$ cat src/rtl/dsm_pkg.sv
// Shared constants and types for the delta-sigma decimator and its modulator bench.
package dsm_pkg;

    localparam int unsigned DSM_INT_W  = 4;
    localparam int unsigned DSM_FRAC_W = 16;

    typedef enum logic [1:0] {
        StIdle,
        StSettle,
        StAccum
    } dsm_state_e;

endpackage

$ cat src/rtl/dsm_decimator_if.sv
// Measurement request, sample stream and result bus of the decimator.
interface dsm_decimator_if;
    import dsm_pkg::*;

    logic                  start;
    logic                  cont;
    logic [DSM_INT_W-1:0]  din;
    logic                  busy;
    logic                  valid;
    logic [DSM_INT_W-1:0]  avg_i;
    logic [DSM_FRAC_W-1:0] avg_f;
    logic [DSM_INT_W-1:0]  min_s;
    logic [DSM_INT_W-1:0]  max_s;

    modport master (
        output start, cont, din,
        input  busy, valid, avg_i, avg_f, min_s, max_s
    );

    modport slave (
        input  start, cont, din,
        output busy, valid, avg_i, avg_f, min_s, max_s
    );

endinterface

$ cat src/rtl/dsm_minmax_tracker.sv
// Running min/max of the sample stream; clear reloads 15/0, load captures results.
module dsm_minmax_tracker
    import dsm_pkg::*;
(
    input  logic                 clk,
    input  logic                 rst,
    input  logic                 clear_i,
    input  logic                 sample_i,
    input  logic                 load_i,
    input  logic [DSM_INT_W-1:0] din_i,
    output logic [DSM_INT_W-1:0] min_o,
    output logic [DSM_INT_W-1:0] max_o
);

    logic [DSM_INT_W-1:0] run_min_q, run_min_d;
    logic [DSM_INT_W-1:0] run_max_q, run_max_d;
    logic [DSM_INT_W-1:0] min_q, min_d;
    logic [DSM_INT_W-1:0] max_q, max_d;
    logic [DSM_INT_W-1:0] cur_min, cur_max;

    // Extremes including this cycle's sample, so a load sees the window's last din.
    always_comb begin
        cur_min = run_min_q;
        cur_max = run_max_q;
        if (sample_i) begin
            if (din_i < run_min_q) cur_min = din_i;
            if (din_i > run_max_q) cur_max = din_i;
        end
        run_min_d = clear_i ? '1 : cur_min;
        run_max_d = clear_i ? '0 : cur_max;
        min_d     = load_i ? cur_min : min_q;
        max_d     = load_i ? cur_max : max_q;
    end

    // Running and captured extremes; captured outputs reset to zero.
    always_ff @(posedge clk) begin
        if (rst) begin
            run_min_q <= '1;
            run_max_q <= '0;
            min_q     <= '0;
            max_q     <= '0;
        end else begin
            run_min_q <= run_min_d;
            run_max_q <= run_max_d;
            min_q     <= min_d;
            max_q     <= max_d;
        end
    end

    assign min_o = min_q;
    assign max_o = max_q;

endmodule

$ cat src/rtl/dsm_decimator.sv
// Windowed accumulate-and-dump decimator for the 4-bit MASH modulator stream.
module dsm_decimator
    import dsm_pkg::*;
#(
    parameter int unsigned LOG2_WIN = 16,
    parameter int unsigned SETTLE   = 10
) (
    input logic            clk,
    input logic            rst,
    dsm_decimator_if.slave bus
);

    localparam int unsigned         AccW       = DSM_INT_W + LOG2_WIN;
    localparam logic [LOG2_WIN-1:0] WinLast    = '1;
    localparam logic [7:0]          SettleLast = 8'(SETTLE - 1);

    dsm_state_e            state_q, state_d;
    logic [7:0]            settle_q, settle_d;
    logic [LOG2_WIN-1:0]   win_q, win_d;
    logic [AccW-1:0]       acc_q, acc_d;
    logic [AccW-1:0]       sum;
    logic                  valid_q;
    logic [DSM_INT_W-1:0]  avg_i_q, avg_i_d;
    logic [DSM_FRAC_W-1:0] avg_f_q, avg_f_d;
    logic                  accum;
    logic                  win_end;

    assign accum   = (state_q == StAccum);
    assign win_end = accum && (win_q == WinLast);
    assign sum     = acc_q + AccW'(bus.din);

    // Next state plus settle/window counters and accumulator.
    always_comb begin
        state_d  = state_q;
        settle_d = settle_q;
        win_d    = win_q;
        acc_d    = acc_q;
        unique case (state_q)
            StIdle: begin
                settle_d = '0;
                win_d    = '0;
                acc_d    = '0;
                // valid_q keeps busy high for the result cycle, so start is refused there too.
                if (bus.start && !valid_q) begin
                    state_d = (SETTLE > 0) ? StSettle : StAccum;
                end
            end
            StSettle: begin
                settle_d = settle_q + 8'd1;
                if (settle_q == SettleLast) state_d = StAccum;
            end
            StAccum: begin
                win_d = win_q + 1'b1;
                acc_d = sum;
                if (win_end) begin
                    acc_d = '0;
                    if (!bus.cont) state_d = StIdle;
                end
            end
            default: state_d = StIdle;
        endcase
    end

    // Result capture at window end: integer bits on top, fraction left-aligned.
    always_comb begin
        avg_i_d = avg_i_q;
        avg_f_d = avg_f_q;
        if (win_end) begin
            avg_i_d = sum[AccW-1:LOG2_WIN];
            avg_f_d = DSM_FRAC_W'(sum[LOG2_WIN-1:0]) << (DSM_FRAC_W - LOG2_WIN);
        end
    end

    // State, counters, accumulator and result registers.
    always_ff @(posedge clk) begin
        if (rst) begin
            state_q  <= StIdle;
            settle_q <= '0;
            win_q    <= '0;
            acc_q    <= '0;
            valid_q  <= 1'b0;
            avg_i_q  <= '0;
            avg_f_q  <= '0;
        end else begin
            state_q  <= state_d;
            settle_q <= settle_d;
            win_q    <= win_d;
            acc_q    <= acc_d;
            valid_q  <= win_end;
            avg_i_q  <= avg_i_d;
            avg_f_q  <= avg_f_d;
        end
    end

    dsm_minmax_tracker u_minmax (
        .clk      (clk),
        .rst      (rst),
        .clear_i  (!accum || win_end),
        .sample_i (accum),
        .load_i   (win_end),
        .din_i    (bus.din),
        .min_o    (bus.min_s),
        .max_o    (bus.max_s)
    );

    assign bus.busy  = (state_q != StIdle) || valid_q;
    assign bus.valid = valid_q;
    assign bus.avg_i = avg_i_q;
    assign bus.avg_f = avg_f_q;

endmodule

$ cat src/flat_wrapper.sv
// flat-port wrapper written by rule: the top's interface ports become plain ports
module dsm_decimator_flat import dsm_pkg::*;
#(
    parameter int unsigned LOG2_WIN = 16,
    parameter int unsigned SETTLE   = 10
)
  (clk, rst, bus_start, bus_cont, bus_din, bus_busy, bus_valid, bus_avg_i, bus_avg_f, bus_min_s, bus_max_s);
  dsm_decimator_if bus_i ();
  input logic clk;
  input logic rst;
  input wire logic [$bits(bus_i.start)-1:0] bus_start;
  input wire logic [$bits(bus_i.cont)-1:0] bus_cont;
  input wire logic [$bits(bus_i.din)-1:0] bus_din;
  output wire logic [$bits(bus_i.busy)-1:0] bus_busy;
  output wire logic [$bits(bus_i.valid)-1:0] bus_valid;
  output wire logic [$bits(bus_i.avg_i)-1:0] bus_avg_i;
  output wire logic [$bits(bus_i.avg_f)-1:0] bus_avg_f;
  output wire logic [$bits(bus_i.min_s)-1:0] bus_min_s;
  output wire logic [$bits(bus_i.max_s)-1:0] bus_max_s;
  assign bus_i.start = bus_start;
  assign bus_i.cont = bus_cont;
  assign bus_i.din = bus_din;
  assign bus_busy = bus_i.busy;
  assign bus_valid = bus_i.valid;
  assign bus_avg_i = bus_i.avg_i;
  assign bus_avg_f = bus_i.avg_f;
  assign bus_min_s = bus_i.min_s;
  assign bus_max_s = bus_i.max_s;
  dsm_decimator #(.LOG2_WIN(LOG2_WIN), .SETTLE(SETTLE)) u_core (.clk(clk), .rst(rst), .bus(bus_i));
endmodule
$ cat config.mk
export PLATFORM = sky130hd
export DESIGN_NAME = dsm_decimator_flat
export DESIGN_NICKNAME = d
export VERILOG_FILES = /design/src/rtl/dsm_pkg.sv /design/src/rtl/dsm_decimator_if.sv /design/src/rtl/dsm_minmax_tracker.sv /design/src/rtl/dsm_decimator.sv /design/src/flat_wrapper.sv
export SDC_FILE = /design/constraint.sdc
export NUM_CORES = 1
export LEC_CHECK = 0
export ABC_CLOCK_PERIOD_IN_PS = 5800
export CORE_ASPECT_RATIO = 0.7
export CORE_UTILIZATION = 60
export DETAILED_ROUTE_END_ITERATION = 7
export GPL_ROUTABILITY_DRIVEN = 0
export PLACE_DENSITY = 0.83
export SLEW_MARGIN = 25
export SYNTH_ARGS = -nofsm -noshare
export SYNTH_HDL_FRONTEND = slang
export SYNTH_HIERARCHICAL = 1
export SYNTH_SLANG_ARGS = --single-unit
$ cat constraint.sdc
create_clock -name clk -period 5.8 [get_ports clk]
set_clock_uncertainty 0.1 [all_clocks]
set_input_delay 1.16 -clock clk [delete_from_list [all_inputs] [get_ports clk]]
set_output_delay 1.16 -clock clk [all_outputs]
set_load 0.01 [all_outputs]
; ---- Yosys cells after proc, flatten, opt, wreduce, memory -nomap -nowiden
; Cells that the tools add are included.
[totals]
wordCells = 49
regBits = 83
in_bits = 8
output_inout_bits = 30
[op_classes]
n_reduce_logical = 12
mux = 13
eq_ne = 8
addsub = 3
n_lt_le_gt_ge = 2
[ops]
columns = op, count
row1 = 20-bit case mux with 2 select lines, 1
row2 = 16-bit case mux with 2 select lines, 1
row3 = 20-bit by 4-bit adder with 20-bit output, 1
row4 = 20-bit 2-to-1 mux, 1
row5 = 16-bit by 1-bit adder with 16-bit output (second input constant), 1
row6 = 16-bit equality test (second input constant), 1
row7 = 4-bit 2-to-1 mux, 4
row8 = 8-bit case mux with 2 select lines, 1
row9 = 8-bit by 1-bit adder with 8-bit output (second input constant), 1
row10 = 8-bit by 4-bit equality test with 1-bit output (second input constant), 1
row11 = 2-bit 2-to-1 mux, 4
row12 = 2-bit case mux with 3 select lines, 1
row13 = 2-bit nonzero test, 3
row14 = 4-bit greater-than comparator, 1
row15 = 4-bit less-than comparator, 1
row16 = 2-bit by 1-bit != test with 1-bit output (second input constant), 2
row17 = 2-bit != test (second input constant), 2
row18 = 4-bit AND reduction, 1
row19 = 2-bit by 1-bit equality test with 1-bit output (second input constant), 1
row20 = 2-bit equality test (second input constant), 1
row21 = 1-bit logical AND, 2
row22 = 1-bit zero test, 2
row23 = 2-bit zero test, 1
row24 = 1-bit logical OR, 2
row25 = 2-bit OR reduction, 1

; ---- Logic depth before layout (Yosys ltp)
[logic_depth]
depth_word = 4
mapped_depth = 10
depth_no_buf = 7

; ---- Cells and area by module
; Netlist, hierarchy kept.
[by_module_without_submodules]
columns = module, area_per_inst_um2, n_inst, cells_per_inst, seq_area_each_um2
row1 = dsm_decimator, 3254.4, 1, 367, 1341.3
row2 = dsm_minmax_tracker, 752.0, 1, 80, 320.3

; ---- Worst setup path before layout
; No wires, ideal clock.
[synth_timing]
path_type = input -> register
start = in bus_din[0]
end = reg u_core.avg_f_q[8] (netlist: u_core/bus.avg_f[8])
n_path_buf = 0
setup_time_ns = 0.081
stages = 7
t_arrival_ns = 2.659
required_time_ns = 5.619
path_slack_ns = 2.960
cell_sequence = ha_1 fa_1 a211oi_1 nor2_1 and2_1 xnor2_1 a211oi_2
[synth_via]
elab_chain_cells = 1
[synth_lines]
columns = element, line
row1 = from (decl), flat_wrapper.sv:13  ; input wire logic [$bits(bus_i.din)-1:0] bus_din;
row2 = 20-bit by 4-bit adder with 20-bit output, dsm_decimator.sv:30  ; assign sum = acc_q + AccW'(bus.din);
row3 = to (signal assigned), dsm_decimator.sv:91  ; avg_f_q <= avg_f_d;
row4 = to (decl), dsm_decimator.sv:24  ; logic [DSM_FRAC_W-1:0] avg_f_q, avg_f_d;
; No other way between the ends.
; A chain may end at the register's enable or synchronous reset.

; ---- Final worst setup path
[layout_timing]
start = in bus_din[2]
end = reg u_core.acc_q[7]
[layout_via]
elab_chain_cells = 3
[layout_lines]
columns = element, line
row1 = 20-bit by 4-bit adder with 20-bit output, dsm_decimator.sv:30
row2 = 20-bit 2-to-1 mux, dsm_decimator.sv:55  ; if (win_end) begin
row3 = 20-bit case mux with 2 select lines, dsm_decimator.sv:38  ; unique case (state_q)
row4 = to (signal assigned), dsm_decimator.sv:80  ; acc_q <= '0;
row5 = to (signal assigned), dsm_decimator.sv:88  ; acc_q <= acc_d;
row6 = to (decl), dsm_decimator.sv:20  ; logic [AccW-1:0] acc_q, acc_d;
; No other way between the ends.

==> results.py <==
metrics = {
    "synth": {
        "async_flop_share_pct": 0,
        "synth_cell_type_count": 54,
        "netlist_top_cells_area": "dfxtp_1 (41%), nor2_1 (5.6%), xor2_1 (4.8%), ha_1 (4.4%), a211oi_2 (4.1%)",
        "synth_nets": 470,
        "ys_seq_area_share_pct": 41.5,
        "synth.top_cells.by_count": "dfxtp_1 (83), nor2_1 (60), nand3_1 (30)",
        "ys.flop_type": "dfxtp_1",
        "synth_edf_count": 0,
        "yosysTopAreaCell": "dfxtp_1",
        "yosysTopAreaCellShare_pct": 41.5,
        "syn_area_per_cell_um2": 8.96,
        "synth_most_common_cell": "dfxtp_1",
        "synth.cell_area_um2": 4010,
        "yosys_register_bits": 83,
        "syn_inst": 447,
        "synth_warnings": 6,
    },
    "drt": {
        "antenna_left": 0,
        "remaining_drc_errors": 0,
        "wire_per_inst_um": 15.4,
        "totalWireLength_um": 8800,
        "first_pass_iters": 5,
        "num_vias": 3353,
        "avgViaCountPerCell": 5.86,
        "drt_iter0_drc": 234,
    },
    "cts": {
        "htree_levels": 3,
        "cts_tree": "yes",
        "clk_latency_ns": 0.37,
        "postCtsSetupBuffers": 0,
        "clk_pin_slew_worst_paths_ns": 0.09,
        "cts_buffers": 9,
        "holdBufCountCts": 0,
        "cts_sinks": 83,
        "clk_path_buf_depth": 2,
        "cts-resized-gates": 0,
        "cts_root_buffer": "clkbuf_8",
    },
    "setup_path": {
        "end_kind": "flop",
        "r2r-end": "u_core/bus.avg_f[5]",
        "start_kind": "primary input",
        "path_class": "in -> reg",
        "critPathRequiredTime_ns": 6.00,
        "critPathMaxFanout": 11,
        "cp_top_family": "simple AND/OR/NAND/NOR gates",
        "crit_top_cell": "nand3_1",
        "arrival_ns": 3.70,
        "worstRegToRegCells": 6,
        "crit_chain": "clkdlybuf4s50_1 -> ha_1 -> nand3_1 -> o22ai_1 -> nand3_1 -> or3_1 -> o21ai_0",
        "startpoint": "bus_din[2]",
        "max_stage_delay_ns": 0.71,
        "r2r-start": "u_core/state_q[1]",
        "critPathSlowestCell": "o22ai_1",
        "reg2reg_slack_ns": 2.96,
        "crit_buf_inv": 1,
        "cp_num_cells": 7,
    },
    "floorplanning": {
        "initial_core_util_pct": 63.2,
        "rows": 24,
        "die_x_um": 99.7,
        "core_um2": 6340,
        "ios": 38,
        "die_h_um": 70.4,
        "die_area_um2": 7010,
    },
    "pwr": {
        "clkPwrFrac_pct": 41.5,
        "fin_total_pwr_uw": 1050,
        "p_leak_uw": 0.00166,
        "power_density_nw_per_um2": 227,
        "p_comb_share_pct": 3.6,
        "seq_power_share_pct": 55.0,
        "ir_drop_uv": 180,
        "intPower_uw": 808,
        "p_sw_uw": 237,
        "netSwitchingFraction_pct": 22.6,
    },
    "worst_hold_path": {
        "min_path_type": "reg -> reg",
        "holdPathStages": 1,
        "min-delay-start": "u_core/acc_q[3]",
        "min_to": "u_core/acc_q[3]",
    },
    "sta": {
        "post-route-min-period_ns": 3.51,
        "slew_headroom_pct": 32.2,
        "fin_tns_setup_ns": 0,
        "finalSetupViolations": 0,
        "rsz0062_at_grt": "false",
        "worst_pin_slew_ns": 1.02,
        "hold_viol_final": 0,
        "min_period_over_period_pct": 60.5,
        "timing.fmax_mhz": 285,
        "final-max-slew-violation-count": 0,
    },
    "layout": {
        "diodes": 0,
        "drive_above_1_share_pct": 9.36,
        "fin_cells": 572,
        "nets": 499,
        "fin_util_pct": 72.6,
        "fin_area_um2": 4600,
        "syn2layout_area_growth_pct": 14.7,
    },
    "status": {
        "status": "finished, final reports clean",
    },
    "global_routing": {
        "grt_pass1_wl_um": 14800,
        "grt_util_all_layers_pct": 26.9,
        "grt-ovfl-total": 0,
        "antenna_found_initial": 0,
        "grt_max_degree": 44,
        "grt_pass1_vias": 3237,
    },
    "place": {
        "dp.cells": 556,
        "postPlaceCellArea_um2": 4390,
        "dp_hpwl_um": 5940,
        "io_buffers": 37,
    },
    "flow_run": {
        "drv_cap": 0,
    },
}
==> worst register-to-register path, delay by kind of cell (launching register included) <==
family | cells | cell delay (ns)
flip-flops | 1 | 0.58
buffers and inverters | 2 | 0.63
multiplexers | 1 | 0.23
AND/OR/NAND/NOR | 3 | 1.17
==> power by group through the flow <==
stage / combinational (µW) / clock [µW] / sequential [µW]
after floorplan: 24.3 / 0 / 586
after global placement: 35.6 / 0 / 588
after detailed placement: 36.9 / 0 / 588
after CTS: 37.2 / 440 / 575
after global routing: 41.5 / 459 / 575
final: 37.4 / 433 / 574
==> cell families (layout without fill, tap and decap cells) <==
kind of cell | after synthesis | after routing | share of synthesized area, %
AOI/OAI and AO/OA | 77 | 77 | 14.2
xor gates and xnor gates | 36 | 36 | 7.87
adders and majority gates | 15 | 15 | 4.87
buffers and inverters | 43 | 77 | 5.00
DFF | 83 | 83 | 41.5
muxes | 15 | 15 | 3.75
and+or+nand+nor | 178 | 178 | 22.9
==> flip-flops by register name, summed over array words and instances (netlist names) <==
signal                     flops
u_core/acc_q                  20
u_core/bus.avg_f              16
u_core/win_q                  16
u_core/settle_q                8
u_core/bus.avg_i               4
u_core/u_minmax/max_o          4
u_core/u_minmax/min_o          4
u_core/u_minmax/run_max_q      4
u_core/u_minmax/run_min_q      4
u_core/state_q                 2
u_core/bus.valid               1
==> layout by cell type, fill, tap and decap left out, types with 7 or more instances in the layout <==
cell type	instances
a211oi_1	9
a211oi_2	13
a21oi_1	22
and3_1	7
clkbuf_8	11
clkdlybuf4s50_1	36
dfxtp_1	83
ha_1	14
inv_1	22
mux2i_1	15
nand2_1	22
nand3_1	30
nand4_1	8
nor2_1	60
nor3_1	11
o21ai_0	11
or3_1	13
xnor2_1	14
xor2_1	22
==> layer usage <==
layer / up-vias / GRT usage [%] / routed length (µm)
li1: 1611 / - / -
met1: 1607 / 34.8 / 4070
met2: 113 / 43.0 / 4090
met3: 22 / 6.21 / 452
met4: 0 / 11.8 / 182
met5: - / 0 / 0
==> final cells by class <==
type                    count  area, µm²
clock inverters             3       46.3
well taps                  91        114
clock buffers              13        159
multi-input cells         321       2150
repair buffers             39        380
inverters                  22       82.6
fillers                   503       1740
flip-flops and latches     83       1660
==> through the flow <==
step,hold WS [ns],setup WS (ns)
global placement,0.366,2.08
CTS,0.388,2.37
detailed placement,0.369,2.00
global route,0.404,2.16
floorplan,0.346,2.96
finish,0.391,2.29
==> how the worst max path moves through the flow <==
stage / endpoint / slack (ns)
after CTS: u_core/acc_q[7] / 2.37
after global placement: u_core/acc_q[11] / 2.08
after global routing: u_core/bus.avg_i[2] / 2.16
after floorplan: u_core/bus.avg_f[8] / 2.96
final: u_core/acc_q[7] / 2.29
after detailed placement: u_core/acc_q[7] / 2.00
No activity file was read; power rests on OpenSTA's default activity.
